## config.mk

```make
export PLATFORM = sky130hd
export DESIGN_NAME = branch_resolve_ctrl
export DESIGN_NICKNAME = d
export VERILOG_FILES = /design/src/rtl/branch_resolve_ctrl_pkg.sv /design/src/rtl/branch_resolve_ctrl_cond.sv /design/src/rtl/branch_resolve_ctrl.sv
export SDC_FILE = /design/constraint.sdc
export NUM_CORES = 1
export LEC_CHECK = 0
export CORE_ASPECT_RATIO = 1.75
export CORE_MARGIN = 4
export CORE_UTILIZATION = 37
export CTS_CLUSTER_SIZE = 40
export DETAILED_ROUTE_END_ITERATION = 10
export PLACE_DENSITY = 0.95
export SLEW_MARGIN = 10
export SYNTH_ARGS = -nofsm -noshare
export SYNTH_HDL_FRONTEND = slang
export SYNTH_HIERARCHICAL = 1
export SYNTH_SLANG_ARGS = --single-unit
export TNS_END_PERCENT = 5
```

## constraint.sdc

```tcl
create_clock -name clk -period 5.3 [get_ports clk]
set_input_delay 0.795 -clock clk [delete_from_list [all_inputs] [get_ports clk]]
set_output_delay 0.795 -clock clk [all_outputs]
set_load 0.02 [all_outputs]
```

## src/rtl/branch_resolve_ctrl_pkg.sv

```systemverilog
// Shared type codes, comparator opcodes and forwarding selects for the branch resolve controller.
// The `ALUSub/`ALUSubZero/`BR_*/`FWD_* macros mirror the core's define set; RTL uses the localparams.
`ifndef BRANCH_RESOLVE_CTRL_DEFS
`define BRANCH_RESOLVE_CTRL_DEFS
`define ALUSub     4'b0110
`define ALUSubZero 4'b0111
`define BR_BEQ     3'd0
`define BR_BNE     3'd1
`define BR_BGEZ    3'd2
`define BR_BGTZ    3'd3
`define BR_BLEZ    3'd4
`define BR_BLTZ    3'd5
`define FWD_RF     2'd0
`define FWD_MEM    2'd1
`define FWD_WB     2'd2
`endif

package branch_resolve_ctrl_pkg;

  localparam logic [3:0] ALU_SUB      = `ALUSub;
  localparam logic [3:0] ALU_SUB_ZERO = `ALUSubZero;

  localparam logic [2:0] BR_BEQ  = `BR_BEQ;
  localparam logic [2:0] BR_BNE  = `BR_BNE;
  localparam logic [2:0] BR_BGEZ = `BR_BGEZ;
  localparam logic [2:0] BR_BGTZ = `BR_BGTZ;
  localparam logic [2:0] BR_BLEZ = `BR_BLEZ;
  localparam logic [2:0] BR_BLTZ = `BR_BLTZ;

  localparam logic [1:0] FWD_RF  = `FWD_RF;
  localparam logic [1:0] FWD_MEM = `FWD_MEM;
  localparam logic [1:0] FWD_WB  = `FWD_WB;

  typedef enum logic [1:0] {
    ST_IDLE    = 2'd0,
    ST_STALL   = 2'd1,
    ST_RESOLVE = 2'd2
  } state_e;

  // Only the two-register compares read rt; the sign tests compare rs against zero.
  function automatic logic uses_rt(input logic [2:0] br_type);
    return (br_type == BR_BEQ) || (br_type == BR_BNE);
  endfunction

endpackage

```

## src/rtl/branch_resolve_ctrl_cond.sv

```systemverilog
// branch_cond_eval: maps branch type and comparator flags to the taken decision and comparator opcode.
module branch_cond_eval
  import branch_resolve_ctrl_pkg::*;
(
  input  logic [2:0] br_type,
  input  logic       zero,
  input  logic       sign,
  output logic       taken,
  output logic [3:0] aluc
);

  always_comb begin
    taken = 1'b0;
    aluc  = ALU_SUB;
    case (br_type)
      BR_BEQ:  taken = zero;
      BR_BNE:  taken = !zero;
      BR_BGEZ: begin taken = !sign;          aluc = ALU_SUB_ZERO; end
      BR_BGTZ: begin taken = !sign && !zero; aluc = ALU_SUB_ZERO; end
      BR_BLEZ: begin taken = sign || zero;   aluc = ALU_SUB_ZERO; end
      BR_BLTZ: begin taken = sign;           aluc = ALU_SUB_ZERO; end
      default: ;
    endcase
  end

endmodule

```

## src/rtl/branch_resolve_ctrl.sv

```systemverilog
// ID-stage branch controller: hazard stalls, operand forwarding select and PC redirect/IF flush.
// Optional statistics counters are built only when BRANCH_STATS_EN is defined.
module branch_resolve_ctrl
  import branch_resolve_ctrl_pkg::*;
#(
  parameter int STALL_W = 2,
  parameter int CNT_W   = 32
) (
  input  logic             clk,
  input  logic             rst,
  input  logic             br_valid,
  input  logic [2:0]       br_type,
  input  logic [4:0]       rs_addr,
  input  logic [4:0]       rt_addr,
  input  logic             ex_wreg,
  input  logic             ex_mem2reg,
  input  logic [4:0]       ex_waddr,
  input  logic             mem_wreg,
  input  logic             mem_mem2reg,
  input  logic [4:0]       mem_waddr,
  input  logic             zero,
  input  logic             sign,
  output logic [3:0]       aluc,
  output logic [1:0]       fwd_a,
  output logic [1:0]       fwd_b,
  output logic             stall,
  output logic             pc_src,
  output logic             flush_if,
  output logic [CNT_W-1:0] stat_br,
  output logic [CNT_W-1:0] stat_taken,
  output logic [CNT_W-1:0] stat_stall
);

  state_e             state_q, state_d;
  logic [STALL_W-1:0] cnt_q, cnt_d;
  logic               wb_wreg_q, wb_wreg_d;
  logic [4:0]         wb_waddr_q, wb_waddr_d;

  logic       rt_used, ex_dep, mem_dep;
  logic [1:0] need;
  logic       stall_c, resolve, taken;
  logic [3:0] cond_aluc;
  logic       mem_fwd_ok, wb_fwd_ok;
  logic [1:0] sel_a, sel_b;

  branch_cond_eval u_cond (
    .br_type (br_type),
    .zero    (zero),
    .sign    (sign),
    .taken   (taken),
    .aluc    (cond_aluc)
  );

  assign rt_used = uses_rt(br_type);
  assign ex_dep  = ex_wreg && (ex_waddr != 5'd0) &&
                   ((ex_waddr == rs_addr) || (rt_used && (ex_waddr == rt_addr)));
  assign mem_dep = mem_wreg && (mem_waddr != 5'd0) &&
                   ((mem_waddr == rs_addr) || (rt_used && (mem_waddr == rt_addr)));

  // An EX load needs two cycles to reach WB; an EX ALU result or a MEM load needs one.
  always_comb begin
    need = 2'd0;
    if (ex_dep && ex_mem2reg)
      need = 2'd2;
    else if (ex_dep || (mem_dep && mem_mem2reg))
      need = 2'd1;
  end

  always_comb begin
    state_d = state_q;
    cnt_d   = cnt_q;
    stall_c = 1'b0;
    resolve = 1'b0;
    case (state_q)
      ST_IDLE: begin
        if (br_valid) begin
          if (need == 2'd0) begin
            resolve = 1'b1;
          end else begin
            stall_c = 1'b1;
            cnt_d   = STALL_W'(need - 2'd1);
            state_d = (need == 2'd2) ? ST_STALL : ST_RESOLVE;
          end
        end
      end
      ST_STALL: begin
        if (!br_valid) begin
          state_d = ST_IDLE;
          cnt_d   = '0;
        end else begin
          stall_c = 1'b1;
          cnt_d   = cnt_q - STALL_W'(1);
          if (cnt_q <= STALL_W'(1))
            state_d = ST_RESOLVE;
        end
      end
      ST_RESOLVE: begin
        resolve = br_valid;
        state_d = ST_IDLE;
        cnt_d   = '0;
      end
      default: begin
        state_d = ST_IDLE;
        cnt_d   = '0;
      end
    endcase
  end

  // WB-stage producer is simply last cycle's MEM-stage write.
  assign wb_wreg_d  = mem_wreg;
  assign wb_waddr_d = mem_waddr;

  always_ff @(posedge clk or posedge rst) begin
    if (rst) begin
      state_q    <= ST_IDLE;
      cnt_q      <= '0;
      wb_wreg_q  <= 1'b0;
      wb_waddr_q <= 5'd0;
    end else begin
      state_q    <= state_d;
      cnt_q      <= cnt_d;
      wb_wreg_q  <= wb_wreg_d;
      wb_waddr_q <= wb_waddr_d;
    end
  end

  assign mem_fwd_ok = mem_wreg && !mem_mem2reg && (mem_waddr != 5'd0);
  assign wb_fwd_ok  = wb_wreg_q && (wb_waddr_q != 5'd0);

  always_comb begin
    sel_a = FWD_RF;
    if (mem_fwd_ok && (mem_waddr == rs_addr))
      sel_a = FWD_MEM;
    else if (wb_fwd_ok && (wb_waddr_q == rs_addr))
      sel_a = FWD_WB;
    sel_b = FWD_RF;
    if (rt_used) begin
      if (mem_fwd_ok && (mem_waddr == rt_addr))
        sel_b = FWD_MEM;
      else if (wb_fwd_ok && (wb_waddr_q == rt_addr))
        sel_b = FWD_WB;
    end
  end

  // Reset gates the outputs directly so a mid-stall reset releases the pipeline at once.
  assign stall    = stall_c && !rst;
  assign pc_src   = resolve && taken && !rst;
  assign flush_if = resolve && taken && !rst;
  assign fwd_a    = (resolve && !rst) ? sel_a : FWD_RF;
  assign fwd_b    = (resolve && !rst) ? sel_b : FWD_RF;
  assign aluc     = (br_valid && !rst) ? cond_aluc : ALU_SUB;

`ifdef BRANCH_STATS_EN
  logic [CNT_W-1:0] stat_br_q, stat_br_d;
  logic [CNT_W-1:0] stat_taken_q, stat_taken_d;
  logic [CNT_W-1:0] stat_stall_q, stat_stall_d;

  always_comb begin
    stat_br_d    = stat_br_q + CNT_W'(resolve);
    stat_taken_d = stat_taken_q + CNT_W'(resolve && taken);
    stat_stall_d = stat_stall_q + CNT_W'(stall_c);
  end

  always_ff @(posedge clk or posedge rst) begin
    if (rst) begin
      stat_br_q    <= '0;
      stat_taken_q <= '0;
      stat_stall_q <= '0;
    end else begin
      stat_br_q    <= stat_br_d;
      stat_taken_q <= stat_taken_d;
      stat_stall_q <= stat_stall_d;
    end
  end

  assign stat_br    = stat_br_q;
  assign stat_taken = stat_taken_q;
  assign stat_stall = stat_stall_q;
`else
  assign stat_br    = '0;
  assign stat_taken = '0;
  assign stat_stall = '0;
`endif

endmodule

```

==> metrics.yaml <==
worst_setup_path:
  arrival_ns: 3.96
  cp_max_fo: 5
  critPathKind: "in -> out"
  reg2reg_depth: 5
  crit_slowest_cell: "clkdlybuf4s50_1"
  worstPathCellList: "clkdlybuf4s50_1 > xnor2_1 > nand4_1 > o22ai_1 > a221oi_2 > a21oi_1 > ha_1 > o21ai_0 > nor2_1 > nand2_1 > nor4_1 > clkdlybuf4s50_1"
  max_stage_delay_ns: 0.66
  start_kind: "input pin"
  rr_startpoint: "state_q[1]$_DFFE_PP0P_"
  crit_path_frequent_cell: "clkdlybuf4s50_1"
  crit_required_ns: 4.51
  cp-end-kind: "output pin"
  r2r_end: "cnt_q[1]$_DFFE_PP0P_"
  r2r_setup_slack_ns: 3.76
cts:
  root_buffer: "clkbuf_8"
  clk-insertion-delay-late_ns: 0.23
  cts_tree: "built"
  cts_resized: 0
  post_cts_buffers: 0
  htreeDepth: 1
  numCtsBuffers: 3
  path_clk_slew_ns: 0.05
  cts_hold_buf: 0
  cts.sinks: 10
  cts_buffer_depth: 2
routing:
  dr.pass1.iters: 4
  vias_per_cell: 4.22
  drt-total-wl_um: 3710
  routedWlPerCell_um: 11.8
  drtIter0Drc: 31
  final_antenna_net_count: 0
  top_layer: "met4"
  drc_errors: 0
  via_count: 1324
  dr_wl_met3_um: 602
  wl_met2_um: 1940
  met1Wirelength_um: 1080
yosys:
  yosysUniqueCellTypes: 38
  synth_top_area_share_pct: 42.4
  synth-async-reset-ratio_pct: 100
  synth_area_um2: 1770
  seq_area_frac_synth_pct: 14.1
  ys_warn_count: 6
  yosys_most_used_dff: "dfrtp_1"
  synthTopCellsByCount: "buf_4 (100), xnor2_1 (16), xor2_1 (14), dfrtp_1 (10), nor3_1 (9)"
  syn_area_per_cell_um2: 7.90
  yosysTopAreaCell: "buf_4"
  synth.most_common_cell: "buf_4"
  ys_ff_latch: 10
  synth_cells: 224
  synth-edff-count: 0
  synth_area_leaders: "buf_4 (42%), dfrtp_1 (14%), xnor2_1 (7.9%), xor2_1 (6.9%), nor3_1 (2.5%)"
placement:
  port_buffers: 39
  hpwl_um: 3390
  place_congestion: 0.836
worst_hold_path:
  whs_path_depth: 1
  worstHoldStart: "state_q[1]$_DFFE_PP0P_"
  holdPathEnd: "cnt_q[1]$_DFFE_PP0P_"
  hold_path.class: "reg -> reg"
final_layout:
  drive_gt1_share_pct: 4.20
  final_nets: 297
  area_growth_pct: 6.57
  antenna_cells: 0
  nFillCells: 490
sta:
  finClkSkew_ns: 0.000224
  setup_tns_ns: 0
  grt_setup_unrepaired: "no"
  setup_viol: 0
  drv_slew: 0
  fmax_ghz: 0.210
  hold_viol: 0
  period_needed_ns: 4.75
  period_share_pct: 89.6
flow_run:
  max_cap_violations: 0
power_and_ir_drop:
  p_total_mw: 0.331
  p_per_area_nw_per_um2: 175
  peakVddDrop_mv: 0.137
  p_leak_nw: 0.898
floorplan:
  ios: 139
  dieHeight_um: 99.5
  start_util_pct: 37.9
  row_count: 33
  die-area_um2: 6000
  core_area_um2: 4670
  die_w_um: 60.3
outcome:
  outcome: "finished, final reports clean"
global_route:
  track_usage_pct: 11.7
  grt_pass1_vias: 1147
  grt_antenna_before_repair: 0
  grt_first_pass_wirelength_um: 5370
  grt_remaining_overflow: 0
  grt_max_degree: 13
## flip-flops by register name, summed over array words and instances (netlist names)
register    count
state_q         2
wb_wreg_q       1
cnt_q           2
wb_waddr_q      5
## routing by layer
metal,up-vias,track usage [%]
li1,609,-
met1,583,11.4
met2,124,22.3
met3,8,2.73
met4,0,4.78
met5,-,0
## power by group
| group | switching, mW | total [mW] | internal, mW |
|---|---|---|---|
| registers | 0.00864 | 0.0916 | 0.0830 |
| clock network | 0.0264 | 0.0913 | 0.0650 |
| logic | 0.101 | 0.148 | 0.0468 |
## worst max-delay path by stage
stage	slack [ns]	start	end	depth (start not counted)
2_1_floorplan	1.52	mem_waddr[0]	fwd_b[1]	9
3_3_place_gp	0.68	mem_waddr[1]	fwd_b[1]	11
3_5_place_dp	0.56	rs_addr[4]	fwd_b[1]	12
4_1_cts	0.57	rs_addr[4]	fwd_b[1]	12
5_1_grt	0.34	rs_addr[4]	fwd_b[1]	12
6_report	0.55	rt_addr[3]	fwd_b[1]	12
## logic make-up (layout without fill, tap and decap cells)
logic type | after synthesis | in the layout | share of synthesized area, %
fa+ha+maj | 2 | 2 | 1.41
xor+xnor | 30 | 30 | 14.8
simple gates | 51 | 51 | 15.5
compound gates | 22 | 22 | 9.82
other cells | 3 | 99 | 0.636
buf+inv | 106 | 48 | 43.7
flops | 10 | 10 | 14.1
## per-stage QoR
| step | hold WS, ns | setup WS [ns] | cell area (µm²) | util (%) | instances |
|---|---|---|---|---|---|
| 2_1_floorplan | 0.481 | 1.52 | 2130 | - | 320 |
| 3_3_place_gp | 0.535 | 0.678 | 1830 | 39.3 | 310 |
| 3_5_place_dp | 0.538 | 0.561 | 1830 | 39.3 | 310 |
| 4_1_cts | 0.549 | 0.572 | 1890 | 40.4 | 314 |
| 5_1_grt | 0.598 | 0.340 | 1890 | 40.4 | 314 |
| 6_report | 0.551 | 0.549 | 1890 | 40.4 | 314 |
## cells in the final DEF, fill, tap and decap left out, types with 2 or more instances in the layout
cell / synthesis / final
ha_1: 2 / 2
dfrtp_1: 10 / 10
a21oi_1: 3 / 3
xnor2_1: 16 / 16
nor2b_1: 3 / 3
nand2b_1: 5 / 5
nand4_1: 2 / 2
conb_1: 3 / 99
o21ai_0: 4 / 4
inv_1: 5 / 5
or4_1: 3 / 3
xor2_1: 14 / 14
clkdlybuf4s50_1: 0 / 39
clkbuf_8: 0 / 4
nand3_1: 6 / 6
o21ai_1: 2 / 2
nand2_1: 8 / 8
nor3b_1: 2 / 2
and2_1: 4 / 4
nor2_1: 5 / 5
nor3_1: 9 / 9
## layout make-up
type                       instances  area, µm²  area share (%)
clock buffer                       4       55.1            2.92
inverter                           5       18.8           0.995
multi-input combinational        204       1110            58.7
sequential                        10        250            13.3
tap                               52       65.1            3.45
timing repair buffer              39        390            20.7
## critical path, delay by kind of cell
family / cells / cell delay (ns)
xor gates and xnor gates: 1 / 0.15
and+or+nand+nor: 4 / 0.74
buffers and inverters: 2 / 1.24
adders and majority gates: 1 / 0.25
AOI/OAI and AO/OA: 4 / 0.78
(Power assumes the default switching activity.)
==> RTL change, RTL diff (same flow settings) <==
Set the parameter `STALL_W` to 4 (it was 2).
--- a/src/rtl/branch_resolve_ctrl.sv
+++ b/src/rtl/branch_resolve_ctrl.sv
@@ -3,7 +3,7 @@
 module branch_resolve_ctrl
   import branch_resolve_ctrl_pkg::*;
 #(
-  parameter int STALL_W = 2,
+  parameter int STALL_W = 4,
   parameter int CNT_W   = 32
 ) (
   input  logic             clk,
Behaviour: same outputs for any inputs over 10 cycles, from zero or initial values and one cycle with rst high; that may be too few to reach the edited logic, so the function may still have changed.
==> RTL change against the unedited design <==
- register-to-register slack worse by 20 ps
- critical path depth decreased by 1
- first-iteration DRC count rose by 29%
- count of clock-buffer cells in the layout unchanged
- sequential cell count is 2 higher
- utilization increased by 0.10 points
- synthesized cell count up 5.4%
- wire length is 12% higher
- worst setup slack got worse by 25 ps
- clock skew rose by 6.6 ps
- cell area rose by 6.0%
- power rose by 26%
- area after synthesis rose by 6.3%
- sequential power up 24%
- largest power group unchanged
==> RTL change: results <==
[route]
maxUsedRoutingLayer = "met4"
wl_met1_mm = 1.20
wl_met3_um = 578
routed_wl_mm = 4.14
wl_met2_mm = 2.19
drt_iter0_markers = 40
vias = 1454
drtPass1Iterations = 5

[power_and_ir_drop]
peakVddDrop_uv = 182
p_leak_nw = 0.933

[global_routing]
antenna_found_initial = 0
grt_pass1_vias = 1339
grt_pass1_wl_mm = 5.64
grt_max_degree = 13
grt_use_total_pct = 12.1

[hold_path]
min_path_type = "reg -> reg"
hold_path_depth = 1

[logic_synthesis]
synth.top_cells.by_area = "buf_4, dfrtp_1, xnor2_1"
ys_async_sr_fraction_pct = 100
ys_top_cells_by_count = "buf_4, xnor2_1, xor2_1"
yosysWarnings = 6
ys.flop_type = "dfrtp_1"
yosysSeqAreaShare_pct = 16.0
synth_cell_types = 37

[layout]
fin_nets = 311
layout-drive-gt1-share_pct = 3.28
antenna_cells = 0
top_regs = "wb_waddr_q (5), cnt_q (4), state_q (2)"

[critical_path]
crit_fanout = 5
worst_path_max_delay_cell = "clkdlybuf4s50_1"
rr_worst_depth = 5
arrival_ps = 3980
max_stage_delay_ps = 680

[clocking]
cts_buffer_depth = 2
clk_latency_ps = 250
path_clk_slew_ps = 50
cts_buffers = 3
cts_root_buf = "clkbuf_8"
post_cts_resized = 0
post_cts_buffers = 0
cts_htree_levels = 1

[placement]
numPortBuffers = 39
dpl.hpwl_mm = 3.70
gp_congestion = 0.870

[status]
status = "finished clean"

[timing]
skew_ps = 6.87
-- RTL change: final cells by class --
cell class	instances	area (um2)
Inverter	6	22.5
Timing Repair Buffer	39	390
Fill cell	487	2930
Clock buffer	4	55.1
Multi-Input combinational cell	213	1160
Tap cell	54	67.6
Sequential cell	12	300
-- RTL change: logic make-up after synthesis --
group | Yosys count | synth area share [%]
buf+inv | 107 | 41.3
simple gates | 57 | 15.3
xor+xnor | 32 | 14.9
compound gates | 20 | 8.71
flops | 12 | 16.0
fa+ha+maj | 4 | 2.66
other cells | 3 | 0.598
mux | 1 | 0.598
-- RTL change: worst paths after layout --
check,startpoint,endpoint,slack [ps]
worst max-delay path,mem_waddr[1],fwd_b[1],520
worst min-delay path,state_q[1],cnt_q[2],570
worst max register to register,state_q[0],cnt_q[0],3740
worst min register to register,state_q[1],cnt_q[2],570
max in group asynchronous,rst,cnt_q[2],4060
min in group asynchronous,rst,cnt_q[0],930
-- RTL change: per-stage QoR --
| step | instances | utilization [%] | worst slack [ps] | hold slack [ps] | area [um2] |
|---|---|---|---|---|---|
| after floorplan | 332 | - | 1560 | 487 | 2240 |
| after global placement | 324 | 39.4 | 638 | 541 | 1950 |
| after detailed placement | 324 | 39.4 | 541 | 557 | 1950 |
| after CTS | 328 | 40.5 | 518 | 570 | 2000 |
| after global routing | 328 | 40.5 | 286 | 607 | 2000 |
| final | 328 | 40.5 | 524 | 574 | 2000 |
-- RTL change: worst max-delay path, delay by kind of cell --
kind,cells,cell delay [ps]
AO/OA/AOI/OAI,3,430
AND/OR/NAND/NOR,4,1240
multiplexers,1,140
adder cells (fa/ha/maj),1,190
buffers and inverters,2,1180
-- RTL change: power by group --
part	internal [mW]	switching, mW	total, mW
Clock	0.0656	0.0339	0.0995
Combinational	0.0731	0.132	0.205
Sequential	0.102	0.0117	0.114
-- RTL change: metal layers --
layer,vias up,track usage (%)
met2,143,23.0
met1,640,10.9
met3,19,1.64
met5,-,0
li1,652,-
met4,0,8.33
